**src/rtl/rs_pkg.sv**
```systemverilog
// Shared encodings for the reservation-station issue controller.
// FSM states, functional-unit classes and the class-to-strobe decode.
package rs_pkg;

  localparam int NUM_FU = 4;

  typedef enum logic [1:0] {
    IDLE  = 2'd0,
    WAIT  = 2'd1,
    ISSUE = 2'd2,
    FLUSH = 2'd3
  } rs_state_e;

  typedef enum logic [1:0] {
    ALU = 2'd0,
    MUL = 2'd1,
    MEM = 2'd2,
    BR  = 2'd3
  } fu_class_e;

  function automatic logic [NUM_FU-1:0] class_onehot(input logic [1:0] cls);
    logic [NUM_FU-1:0] one;
    one = {{(NUM_FU-1){1'b0}}, 1'b1};
    return one << cls;
  endfunction

endpackage

```
**src/rtl/rs_issue_ctrl_if.sv**
```systemverilog
// Bundle between the RS head / FU issue ports and the issue controller.
// The slave modport is the controller's view; master is the RS/FU side.
interface rs_issue_ctrl_if #(
  parameter int TAG_W = 4
);

  logic                        RSBufEmpty;
  logic                        RSHeadFlagA;
  logic                        RSHeadFlagB;
  logic [1:0]                  RSHeadOpClass;
  logic [rs_pkg::NUM_FU-1:0]   FUReady;
  logic                        Branch;
  logic                        Stall;

  logic                        RSRdEn;
  logic [rs_pkg::NUM_FU-1:0]   IssueValid;
  logic [TAG_W-1:0]            IssueTag;
  logic                        Timeout;
  logic [15:0]                 StallCnt;
  logic [1:0]                  State;

  modport slave (
    input  RSBufEmpty, RSHeadFlagA, RSHeadFlagB, RSHeadOpClass,
    input  FUReady, Branch, Stall,
    output RSRdEn, IssueValid, IssueTag, Timeout, StallCnt, State
  );

  modport master (
    output RSBufEmpty, RSHeadFlagA, RSHeadFlagB, RSHeadOpClass,
    output FUReady, Branch, Stall,
    input  RSRdEn, IssueValid, IssueTag, Timeout, StallCnt, State
  );

endinterface

```
**src/rtl/rs_issue_ctrl_sat_counter.sv**
```systemverilog
// Saturating up-counter with synchronous clear; clear wins over increment.
// Holds at all-ones instead of wrapping.
module sat_counter #(
  parameter int WIDTH = 8
) (
  input  logic             clk,
  input  logic             rst_n,
  input  logic             inc_i,
  input  logic             clr_i,
  output logic [WIDTH-1:0] cnt_o
);

  logic [WIDTH-1:0] cnt_q, cnt_d;

  always_comb begin
    cnt_d = cnt_q;
    if (clr_i) begin
      cnt_d = '0;
    end else if (inc_i && (cnt_q != {WIDTH{1'b1}})) begin
      cnt_d = cnt_q + 1'b1;
    end
  end

  always_ff @(posedge clk or negedge rst_n) begin
    if (!rst_n) begin
      cnt_q <= '0;
    end else begin
      cnt_q <= cnt_d;
    end
  end

  assign cnt_o = cnt_q;

endmodule

```
**src/rtl/rs_issue_ctrl.sv**
```systemverilog
// Issue scheduler: pops the RS head into exactly one FU class when its operands
// and target FU are ready, with branch flush, global stall and wait bookkeeping.
module rs_issue_ctrl
  import rs_pkg::*;
#(
  parameter int FLUSH_CYCLES = 3,
  parameter int TIMEOUT      = 255,
  parameter int TAG_W        = 4
) (
  input  logic           CLK,
  input  logic           Reset_n,
  rs_issue_ctrl_if.slave bus
);

  rs_state_e         state_q, state_d;
  logic [3:0]        flush_cnt_q, flush_cnt_d;
  logic [TAG_W-1:0]  tag_q, tag_d;
  logic              rd_en_q, rd_en_d;
  logic [NUM_FU-1:0] issue_q, issue_d;

  logic [NUM_FU-1:0] cls_hit;
  logic              go;
  logic              wait_inc;
  logic              wait_clr;
  logic [7:0]        wait_cnt;
  logic [15:0]       stall_cnt;

  // Only the FU matching the head's class may gate the issue decision.
  for (genvar gi = 0; gi < NUM_FU; gi++) begin : g_cls_hit
    assign cls_hit[gi] = bus.FUReady[gi] && (bus.RSHeadOpClass == 2'(gi));
  end

  assign go = !bus.RSBufEmpty && bus.RSHeadFlagA && bus.RSHeadFlagB && (|cls_hit);

  always_comb begin
    state_d     = state_q;
    flush_cnt_d = flush_cnt_q;
    tag_d       = tag_q;
    rd_en_d     = 1'b0;
    issue_d     = '0;
    wait_inc    = 1'b0;
    wait_clr    = 1'b0;

    if (bus.Branch) begin
      state_d     = FLUSH;
      flush_cnt_d = 4'(FLUSH_CYCLES - 1);
      wait_clr    = 1'b1;
      // An issue already presented in ISSUE still consumes its tag.
      if (state_q == ISSUE) begin
        tag_d = tag_q + 1'b1;
      end
    end else if (bus.Stall) begin
      state_d = state_q;
    end else begin
      case (state_q)
        FLUSH: begin
          if (flush_cnt_q == 4'd0) begin
            state_d  = IDLE;
            wait_clr = 1'b1;
          end else begin
            flush_cnt_d = flush_cnt_q - 4'd1;
          end
        end
        IDLE, WAIT: begin
          if (go) begin
            state_d  = ISSUE;
            rd_en_d  = 1'b1;
            issue_d  = class_onehot(bus.RSHeadOpClass);
            wait_clr = 1'b1;
          end else if (!bus.RSBufEmpty) begin
            state_d  = WAIT;
            wait_inc = 1'b1;
          end else begin
            state_d  = IDLE;
            wait_clr = 1'b1;
          end
        end
        ISSUE: begin
          // The pop takes a cycle to land, so the head is not re-checked here.
          state_d  = IDLE;
          tag_d    = tag_q + 1'b1;
          wait_clr = 1'b1;
        end
        default: begin
          state_d = IDLE;
        end
      endcase
    end
  end

  always_ff @(posedge CLK or negedge Reset_n) begin
    if (!Reset_n) begin
      state_q     <= IDLE;
      flush_cnt_q <= '0;
      tag_q       <= '0;
      rd_en_q     <= 1'b0;
      issue_q     <= '0;
    end else begin
      state_q     <= state_d;
      flush_cnt_q <= flush_cnt_d;
      tag_q       <= tag_d;
      rd_en_q     <= rd_en_d;
      issue_q     <= issue_d;
    end
  end

  sat_counter #(.WIDTH(8)) u_wait_cnt (
    .clk   (CLK),
    .rst_n (Reset_n),
    .inc_i (wait_inc),
    .clr_i (wait_clr),
    .cnt_o (wait_cnt)
  );

  sat_counter #(.WIDTH(16)) u_stall_cnt (
    .clk   (CLK),
    .rst_n (Reset_n),
    .inc_i (wait_inc),
    .clr_i (1'b0),
    .cnt_o (stall_cnt)
  );

  assign bus.RSRdEn     = rd_en_q;
  assign bus.IssueValid = issue_q;
  assign bus.IssueTag   = tag_q;
  assign bus.Timeout    = (wait_cnt >= 8'(TIMEOUT));
  assign bus.StallCnt   = stall_cnt;
  assign bus.State      = state_q;

endmodule

```
**src/flat_wrapper.sv**
```systemverilog
// flat-port wrapper written by rule: the top's interface ports become plain ports
module rs_issue_ctrl_flat import rs_pkg::*;
#(
  parameter int FLUSH_CYCLES = 3,
  parameter int TIMEOUT      = 255,
  parameter int TAG_W        = 4
)
  (CLK, Reset_n, bus_RSBufEmpty, bus_RSHeadFlagA, bus_RSHeadFlagB, bus_RSHeadOpClass, bus_FUReady, bus_Branch, bus_Stall, bus_RSRdEn, bus_IssueValid, bus_IssueTag, bus_Timeout, bus_StallCnt, bus_State);
  rs_issue_ctrl_if #(.TAG_W(TAG_W)) bus_i ();
  input  logic CLK;
  input  logic Reset_n;
  input wire logic [$bits(bus_i.RSBufEmpty)-1:0] bus_RSBufEmpty;
  input wire logic [$bits(bus_i.RSHeadFlagA)-1:0] bus_RSHeadFlagA;
  input wire logic [$bits(bus_i.RSHeadFlagB)-1:0] bus_RSHeadFlagB;
  input wire logic [$bits(bus_i.RSHeadOpClass)-1:0] bus_RSHeadOpClass;
  input wire logic [$bits(bus_i.FUReady)-1:0] bus_FUReady;
  input wire logic [$bits(bus_i.Branch)-1:0] bus_Branch;
  input wire logic [$bits(bus_i.Stall)-1:0] bus_Stall;
  output wire logic [$bits(bus_i.RSRdEn)-1:0] bus_RSRdEn;
  output wire logic [$bits(bus_i.IssueValid)-1:0] bus_IssueValid;
  output wire logic [$bits(bus_i.IssueTag)-1:0] bus_IssueTag;
  output wire logic [$bits(bus_i.Timeout)-1:0] bus_Timeout;
  output wire logic [$bits(bus_i.StallCnt)-1:0] bus_StallCnt;
  output wire logic [$bits(bus_i.State)-1:0] bus_State;
  assign bus_i.RSBufEmpty = bus_RSBufEmpty;
  assign bus_i.RSHeadFlagA = bus_RSHeadFlagA;
  assign bus_i.RSHeadFlagB = bus_RSHeadFlagB;
  assign bus_i.RSHeadOpClass = bus_RSHeadOpClass;
  assign bus_i.FUReady = bus_FUReady;
  assign bus_i.Branch = bus_Branch;
  assign bus_i.Stall = bus_Stall;
  assign bus_RSRdEn = bus_i.RSRdEn;
  assign bus_IssueValid = bus_i.IssueValid;
  assign bus_IssueTag = bus_i.IssueTag;
  assign bus_Timeout = bus_i.Timeout;
  assign bus_StallCnt = bus_i.StallCnt;
  assign bus_State = bus_i.State;
  rs_issue_ctrl #(.FLUSH_CYCLES(FLUSH_CYCLES), .TIMEOUT(TIMEOUT), .TAG_W(TAG_W)) u_core (.CLK(CLK), .Reset_n(Reset_n), .bus(bus_i));
endmodule
```
**config.mk**
```make
export PLATFORM = sky130hd
export DESIGN_NAME = rs_issue_ctrl_flat
export DESIGN_NICKNAME = d
export VERILOG_FILES = /design/src/rtl/rs_pkg.sv /design/src/rtl/rs_issue_ctrl_if.sv /design/src/rtl/rs_issue_ctrl_sat_counter.sv /design/src/rtl/rs_issue_ctrl.sv /design/src/flat_wrapper.sv
export SDC_FILE = /design/constraint.sdc
export NUM_CORES = 1
export LEC_CHECK = 0
export ABC_AREA = 1
export BUFFER_PORTS_ARGS = -buffer_cell sky130_fd_sc_hd__buf_2
export CAP_MARGIN = 10
export CORE_ASPECT_RATIO = 0.5
export CORE_MARGIN = 2
export CORE_UTILIZATION = 50
export DETAILED_ROUTE_END_ITERATION = 10
export PLACE_DENSITY = 0.81
export SLEW_MARGIN = 20
export SYNTH_ARGS = -nofsm -noshare
export SYNTH_HDL_FRONTEND = slang
export SYNTH_SLANG_ARGS = --single-unit
```
**constraint.sdc**
```tcl
create_clock -name CLK -period 3.93 [get_ports CLK]
set_clock_uncertainty 0.05 [all_clocks]
set_input_delay 0.1965 -clock CLK [delete_from_list [all_inputs] [get_ports CLK]]
set_output_delay 0.1965 -clock CLK [all_outputs]
set_load 0.02 [all_outputs]
```
==> out/results.txt, run 1 <==
Run status - finished clean
CP Launch Type - flip-flop
HP Class - input pin to flip-flop
P_leak - 1.33 nW
Count of input and output buffers - 40
Netlist cell types - 29
# IOs - 41
DRT Wirelength - 4510 µm
Critical Path, Cell by Cell - ha_1 > nand3_2 > nor3_2 > nand3_1 > nand3_2 > inv_2 > nand2_1 > nand2_1
Setup tns final - 0 ps
Worst VDD drop - 0.000240 V
Pwr dens - 413 nW/µm²
Drt pass-1 iters - 4
CTS Root Cell - clkbuf_8
Placement row count - 16
Vias after detailed routing - 1873
Synth Flop Type - dfrtp_1
MaxCap Viol Count - 0
H-Tree Depth - 2
First-pass GRT wire length - 7470 µm
Post CTS Setup Buffer Count - 0
FF+latch count, synth - 39
Synthesized area - 2170 µm²
Worst path slowest cell - dfrtp_1
Initial antenna violation count - 0
# hold bufs at CTS - 1
RSZ-0062 raised after global routing - no
Post-synthesis net count - 281
Fillers - 346
Worst endpoint required time - 4060 ps
Clk_lat worst skew - 290 ps
CP max FO - 21
Slew Limit Fails - 0
Post-route ant nets - 0
GR Overflow Total - 0
Area share of and/or/nand/nor cells after synthesis - 32.3%
Placer Congestion - 0.845
Most common cell after layout, fill and taps aside - nand2_1
DIE AREA - 4910 µm²
Xor/xnor share of the synthesized area - 8.89%
Synth async-reset ratio - 100%
YS warnings - 0
Resize count post-CTS - 0
Setup violations, final - 0
Family with the most delay on the worst path - simple AND/OR/NAND/NOR gates
Clock period minus worst slack - 2080 ps
Largest net degree at the start of global routing - 40
Core footprint - 4020 µm²
Clk pwr share - 28.5%
Die height - 50.6 µm
Layout area overhead - 16.3%
GRT Overall Usage - 18.9%
Synth Area in Compound Gates - 4.62%
EDFF count, synth - 0
Residual DRC - 0
Largest family of logic cells by synthesized area - simple AND/OR/NAND/NOR gates
Via-to-Cell Ratio - 5.15
Minimum hold slack - 91.7 ps
Fraction of layout instances using a drive strength above 1 - 21.3%
Initial Util - 53.9%
Actual slew at the worst max-slew pin - 846 ps
Syn avg cell area - 8.21 µm²
Worst setup EP type - flip-flop
Post-Synth Adder-Cell Area - 2.31%
CTS max path bufs - 2
Hpwl dp - 3350 µm
Multiplexer area fraction after synthesis - 0.520%
Worst path max stage delay - 430 ps
Mapped Cells - 264
Number of global-route vias before repair - 1697
Switching share of power - 33.0%
Critical path type - flip-flop to flip-flop
Seq pwr share - 47.5%
Die X - 97.1 µm
CTS tree - done
DRT iter0 DRCs - 61
F_max - 480 MHz
CP Data Arrival Time - 2210 ps
# diodes - 0
Int Pwr - 697 µW
Final hold violations - 0
Comb power frac - 24.0%
Relative slew slack - 43.6%
TritonCTS Buffers - 5
Most frequent cells in the layout - 74 x nand2_1, 40 x buf_2, 39 x dfrtp_1
Sequential-to-total area share from yosys stat - 45.0%
Clock-pin slew on the worst setup and hold paths - 70 ps
Sink Count - 39
WP buf/inv - 1
Drt wl/cell - 12.4 µm
NetSw - 344 µW
Fin crit share - 53.0%
Overall Power - 1.04 mW
Final #Nets - 326
## through the flow
stage          setup slack (ps)  cell area (µm²)  util [%]  instances
2_1_floorplan              2210             2170         -        264
3_3_place_gp               2010             2410      59.9        355
3_5_place_dp               1840             2410      59.9        355
4_1_cts                    1840             2520      62.7        364
5_1_grt                    1670             2520      62.7        364
6_report                   1850             2520      62.7        364
## layout make-up
type,instances,area [µm²],share of cell area [%]
clock buffers,8,100,3.97
inverters,30,113,4.47
multi-input cells,192,1050,41.8
flip-flops and latches,39,976,38.7
well taps,54,67.6,2.68
repair buffers,41,210,8.34
## power by group through the flow
| stage | Combinational, mW | Clock, mW | Sequential (mW) |
|---|---|---|---|
| 6_report | 0.250 | 0.297 | 0.495 |
| 5_1_grt | 0.277 | 0.314 | 0.502 |
| 4_1_cts | 0.253 | 0.299 | 0.495 |
| 3_5_place_dp | 0.250 | 0 | 0.502 |
| 3_3_place_gp | 0.243 | 0 | 0.496 |
| 2_1_floorplan | 0.128 | 0 | 0.538 |
## worst reg2reg max path, cell delays in order, from the launching register on
cell and delay, ps:
dfrtp_1 430, ha_1 280, nand3_2 130, nor3_2 250
nand3_1 130, nand3_2 340, inv_2 210, nand2_1 110
nand2_1 50
## routing by layer
| layer | vias to the layer above | part of all wire (%) | global-route usage, % |
|---|---|---|---|
| met4 | 0 | 1.2 | 4.93 |
| met2 | 36 | 50 | 34.1 |
| met5 | - | 0 | 0 |
| met3 | 9 | 3.9 | 4.60 |
| met1 | 888 | 45 | 23.3 |
| li1 | 940 | - | - |
## kinds of logic after synthesis
| group | Yosys count |
|---|---|
| AND/OR/NAND/NOR | 152 |
| multiplexers | 1 |
| AO/OA/AOI/OAI | 13 |
| XOR/XNOR | 22 |
| buffers and inverters | 33 |
| flip-flops | 39 |
| adder cells (fa/ha/maj) | 4 |
## flip-flops by register name, summed over array words and instances (netlist names)
name,cells
u_core.flush_cnt_q,4
u_core.bus.IssueTag,4
u_core.bus.IssueValid,4
u_core.bus.RSRdEn,1
u_core.bus.State,2
u_core.u_wait_cnt.cnt_o,8
u_core.u_stall_cnt.cnt_o,16
## Yosys cell counts, types with 2 or more instances
library cell  count  area share (%)
nor3_1            9             2.1
a21oi_1           2            0.46
nand3_1          22             5.1
nand3_2           2            0.92
inv_1            26             4.5
xnor2_1          11             4.4
dfrtp_1          39              45
o21ai_0           3            0.69
inv_2             4            0.69
nand2_2           2            0.58
ha_1              4             2.3
o21ai_2           5             2.0
xor2_1           11             4.4
nand2_1          74              13
nor2_1           24             4.2
nand4_1          12             3.5
nand3b_1          2            0.69
## final timing paths
| check | start | to | slack, ps | cells after the start |
|---|---|---|---|---|
| worst min-delay path | bus_RSHeadOpClass[1] | u_core.bus.IssueValid[0] | 90 | 2 |
| min in group asynchronous | Reset_n | u_core.u_stall_cnt.cnt_o[0] | 520 | 2 |
| worst max register to register | u_core.u_stall_cnt.cnt_o[0] | u_core.u_stall_cnt.cnt_o[4] | 1850 | 8 |
| worst min register to register | u_core.bus.IssueTag[3] | u_core.bus.IssueTag[3] | 420 | 1 |
| worst max-delay path | u_core.u_stall_cnt.cnt_o[0] | u_core.u_stall_cnt.cnt_o[4] | 1850 | 8 |
| max in group asynchronous | Reset_n | u_core.flush_cnt_q[0] | 2780 | 2 |
(Power assumes the default switching activity.)
==> run 2: changes to the inputs <==
--- a/config.mk
+++ b/config.mk
@@ -12,7 +12,7 @@
 export CORE_MARGIN = 2
 export CORE_UTILIZATION = 50
 export DETAILED_ROUTE_END_ITERATION = 10
-export PLACE_DENSITY = 0.81
+export PLACE_DENSITY = 0.84
 export SLEW_MARGIN = 20
 export SYNTH_ARGS = -nofsm -noshare
 export SYNTH_HDL_FRONTEND = slang
==> constraint.sdc (replaced) <==
create_clock -name CLK -period 1.68 [get_ports CLK]
set_clock_uncertainty 0.05 [all_clocks]
set_input_delay 0.084 -clock CLK [delete_from_list [all_inputs] [get_ports CLK]]
set_output_delay 0.084 -clock CLK [all_outputs]
set_load 0.02 [all_outputs]
==> out/results.txt, run 2 (same netlist as run 1, synthesis figures left out) <==
GR Overflow Total - 0 (unchanged)
DRT iter0 DRCs - 146 (+140%)
HP Class - input pin to flip-flop
Seq pwr share - 45.8% (-1.7 points)
Post-route ant nets - 0 (unchanged)
Critical Path, Cell by Cell - ha_2 > nand2_1 > nor2_4 > nand2_2 > inv_1 > buf_2
Worst Setup EP - bus_Timeout
CTS max path bufs - 2 (unchanged)
Critical path type - flip-flop to output pin
Run status - finished clean
Reg2Reg Launch Point - u_core.u_wait_cnt.cnt_o[2]
Fraction of layout instances using a drive strength above 1 - 27.2% (+5.9 points)
Layout area overhead - 24.8%
Crit. Startpoint - u_core.u_wait_cnt.cnt_o[0]
R2R cell count - 7 (-1)
Final Cell Area - 2700 µm² (+7.2%)
Pwr dens - 945 nW/µm² (+130%)
Hpwl dp - 3640 µm (+8.6%)
Clk pwr share - 27.6% (-0.9 points)
Most frequent cells in the layout - 70 x nand2_1, 38 x buf_2, 37 x dfrtp_1
DIE AREA - 4910 µm² (unchanged)
Die height - 50.6 µm (unchanged)
MaxCap Viol Count - 0 (unchanged)
Placement Cell Area - 2460 µm² (+2.1%)
Count of input and output buffers - 40 (unchanged)
CP Launch Type - flip-flop
Core footprint - 4020 µm² (unchanged)
Setup tns final - 0 ps (unchanged)
Final #Nets - 336 (+3.1%)
Drt wl/cell - 13.8 µm (+11%)
Family with the most delay on the worst path - flip-flops
Clock period minus worst slack - 1640 ps
RSZ-0062 raised after global routing - yes
CP Depth - 6 (-2)
F_max - 610 MHz
Fillers - 299 (-14%)
Worst setup EP type - output pin
Int Pwr - 1.69 mW (+140%)
Setup violations, final - 0 (unchanged)
Placer Congestion - 0.866 (+2.5%)
Fin crit share - 97.6%
WP buf/inv - 2 (+1)
Vias after detailed routing - 1979 (+5.7%)
Slew Limit Fails - 0 (unchanged)
P_leak - 1.40 nW (+5.1%)
Fin cells - 374 (+2.7%)
DRT Wirelength - 5150 µm (+14%)
Reg-to-reg critical path endpoint - u_core.u_wait_cnt.cnt_o[7]
Flip-flop count of the largest register after layout - 16 (unchanged)
CTS Root Cell - clkbuf_8
Reg2reg setup slack - 120 ps (-1730 ps)
Worst path slowest cell - dfrtp_1
# IOs - 41 (unchanged)
CP max FO - 4 (-81%)
Via-to-Cell Ratio - 5.29 (+2.8%)
H-Tree Depth - 2 (unchanged)
Sink Count - 39 (unchanged)
CP Data Arrival Time - 1510 ps (-700 ps)
Residual DRC - 0 (unchanged)
Largest net degree at the start of global routing - 16 (-60%)
Placement row count - 16 (unchanged)
Die X - 97.1 µm (unchanged)
Worst endpoint required time - 1550 ps (-2510 ps)
# diodes - 0 (unchanged)
Placed Instances - 361 (+1.7%)
Overall Power - 2.56 mW (+150%)
Number of global-route vias before repair - 1825 (+7.5%)
Most common cell after layout, fill and taps aside - nand2_1
GRT Overall Usage - 21.3% (+2.3 points)
Relative slew slack - 69.3% (+26 points)
Initial Util - 53.9% (unchanged)
Switching share of power - 34.0% (+0.96 points)
Comb power frac - 26.6% (+2.6 points)
Final hold violations - 0 (unchanged)
Worst VDD drop - 0.000511 V (+110%)
CTS tree - done
Worst path max stage delay - 410 ps (-20 ps)
First-pass GRT wire length - 8280 µm (+11%)
Initial antenna violation count - 0 (unchanged)
NetSw - 869 µW (+150%)
Drt pass-1 iters - 5 (+1)
Clk_lat worst skew - 300 ps (about the same)
TritonCTS Buffers - 5 (unchanged)
Clock-pin slew on the worst setup and hold paths - 80 ps (about the same)
Actual slew at the worst max-slew pin - 456 ps (-390 ps)
## run 2: cell types whose count changed in the layout (fill, tap and decap cells not counted), sizes merged
cell | before | now
buf | 40 | 48
dlygate4sd3 | 1 | 3
## run 2: routing by layer
| layer | share of wire (%) | global-route usage [%] |
|---|---|---|
| met1 | 43 | 25.3 |
| met2 | 52 | 39.2 |
| met3 | 4.6 | 4.60 |
| met4 | 0.84 | 6.81 |
| met5 | 0 | 0 |
## run 2: final cells by class
class | instances | area (µm²) | area share (%)
inverters | 30 | 118 | 4.35
well taps | 54 | 67.6 | 2.50
flip-flops and latches | 39 | 978 | 36.2
repair buffers | 51 | 307 | 11.3
clock buffers | 8 | 100 | 3.70
multi-input cells | 192 | 1130 | 41.9
## run 2: per-stage QoR
stage	worst slack, ps	utilization (%)	hold WS (ps)
finish	40.4	67.2	19.4
global route	-33.7	67.2	40.5
CTS	4.78	64.5	14.5
detailed placement	43.0	61.2	-79.2
global placement	88.6	61.2	-83.6
floorplan	59.8	-	-262
## run 2: how the worst min path moves through the flow
stage                           from                          end  cells past startpoint
after floorplan              Reset_n       u_core.bus.IssueTag[0]                      0
after global placement       Reset_n  u_core.u_stall_cnt.cnt_o[3]                      1
after detailed placement     Reset_n  u_core.u_stall_cnt.cnt_o[6]                      1
after CTS                 bus_Branch        u_core.flush_cnt_q[0]                      2
after global routing      bus_Branch        u_core.flush_cnt_q[0]                      2
final                     bus_Branch        u_core.flush_cnt_q[0]                      2
## run 2: power by group through the flow
stage / sequential (mW) / clock [mW] / combinational (mW)
2_1_floorplan: 1.26 / 0 / 0.301
3_3_place_gp: 1.16 / 0 / 0.577
3_5_place_dp: 1.18 / 0 / 0.601
4_1_cts: 1.16 / 0.703 / 0.616
5_1_grt: 1.19 / 0.755 / 0.750
6_report: 1.17 / 0.705 / 0.680
## run 2: repair_timing
item	CTS	global route
buffers inserted	0	2
pin swaps	0	4
hold buffers	3	0
hold endpoints to repair	42	0
setup endpoints to repair	1	28
resized for setup	1	22
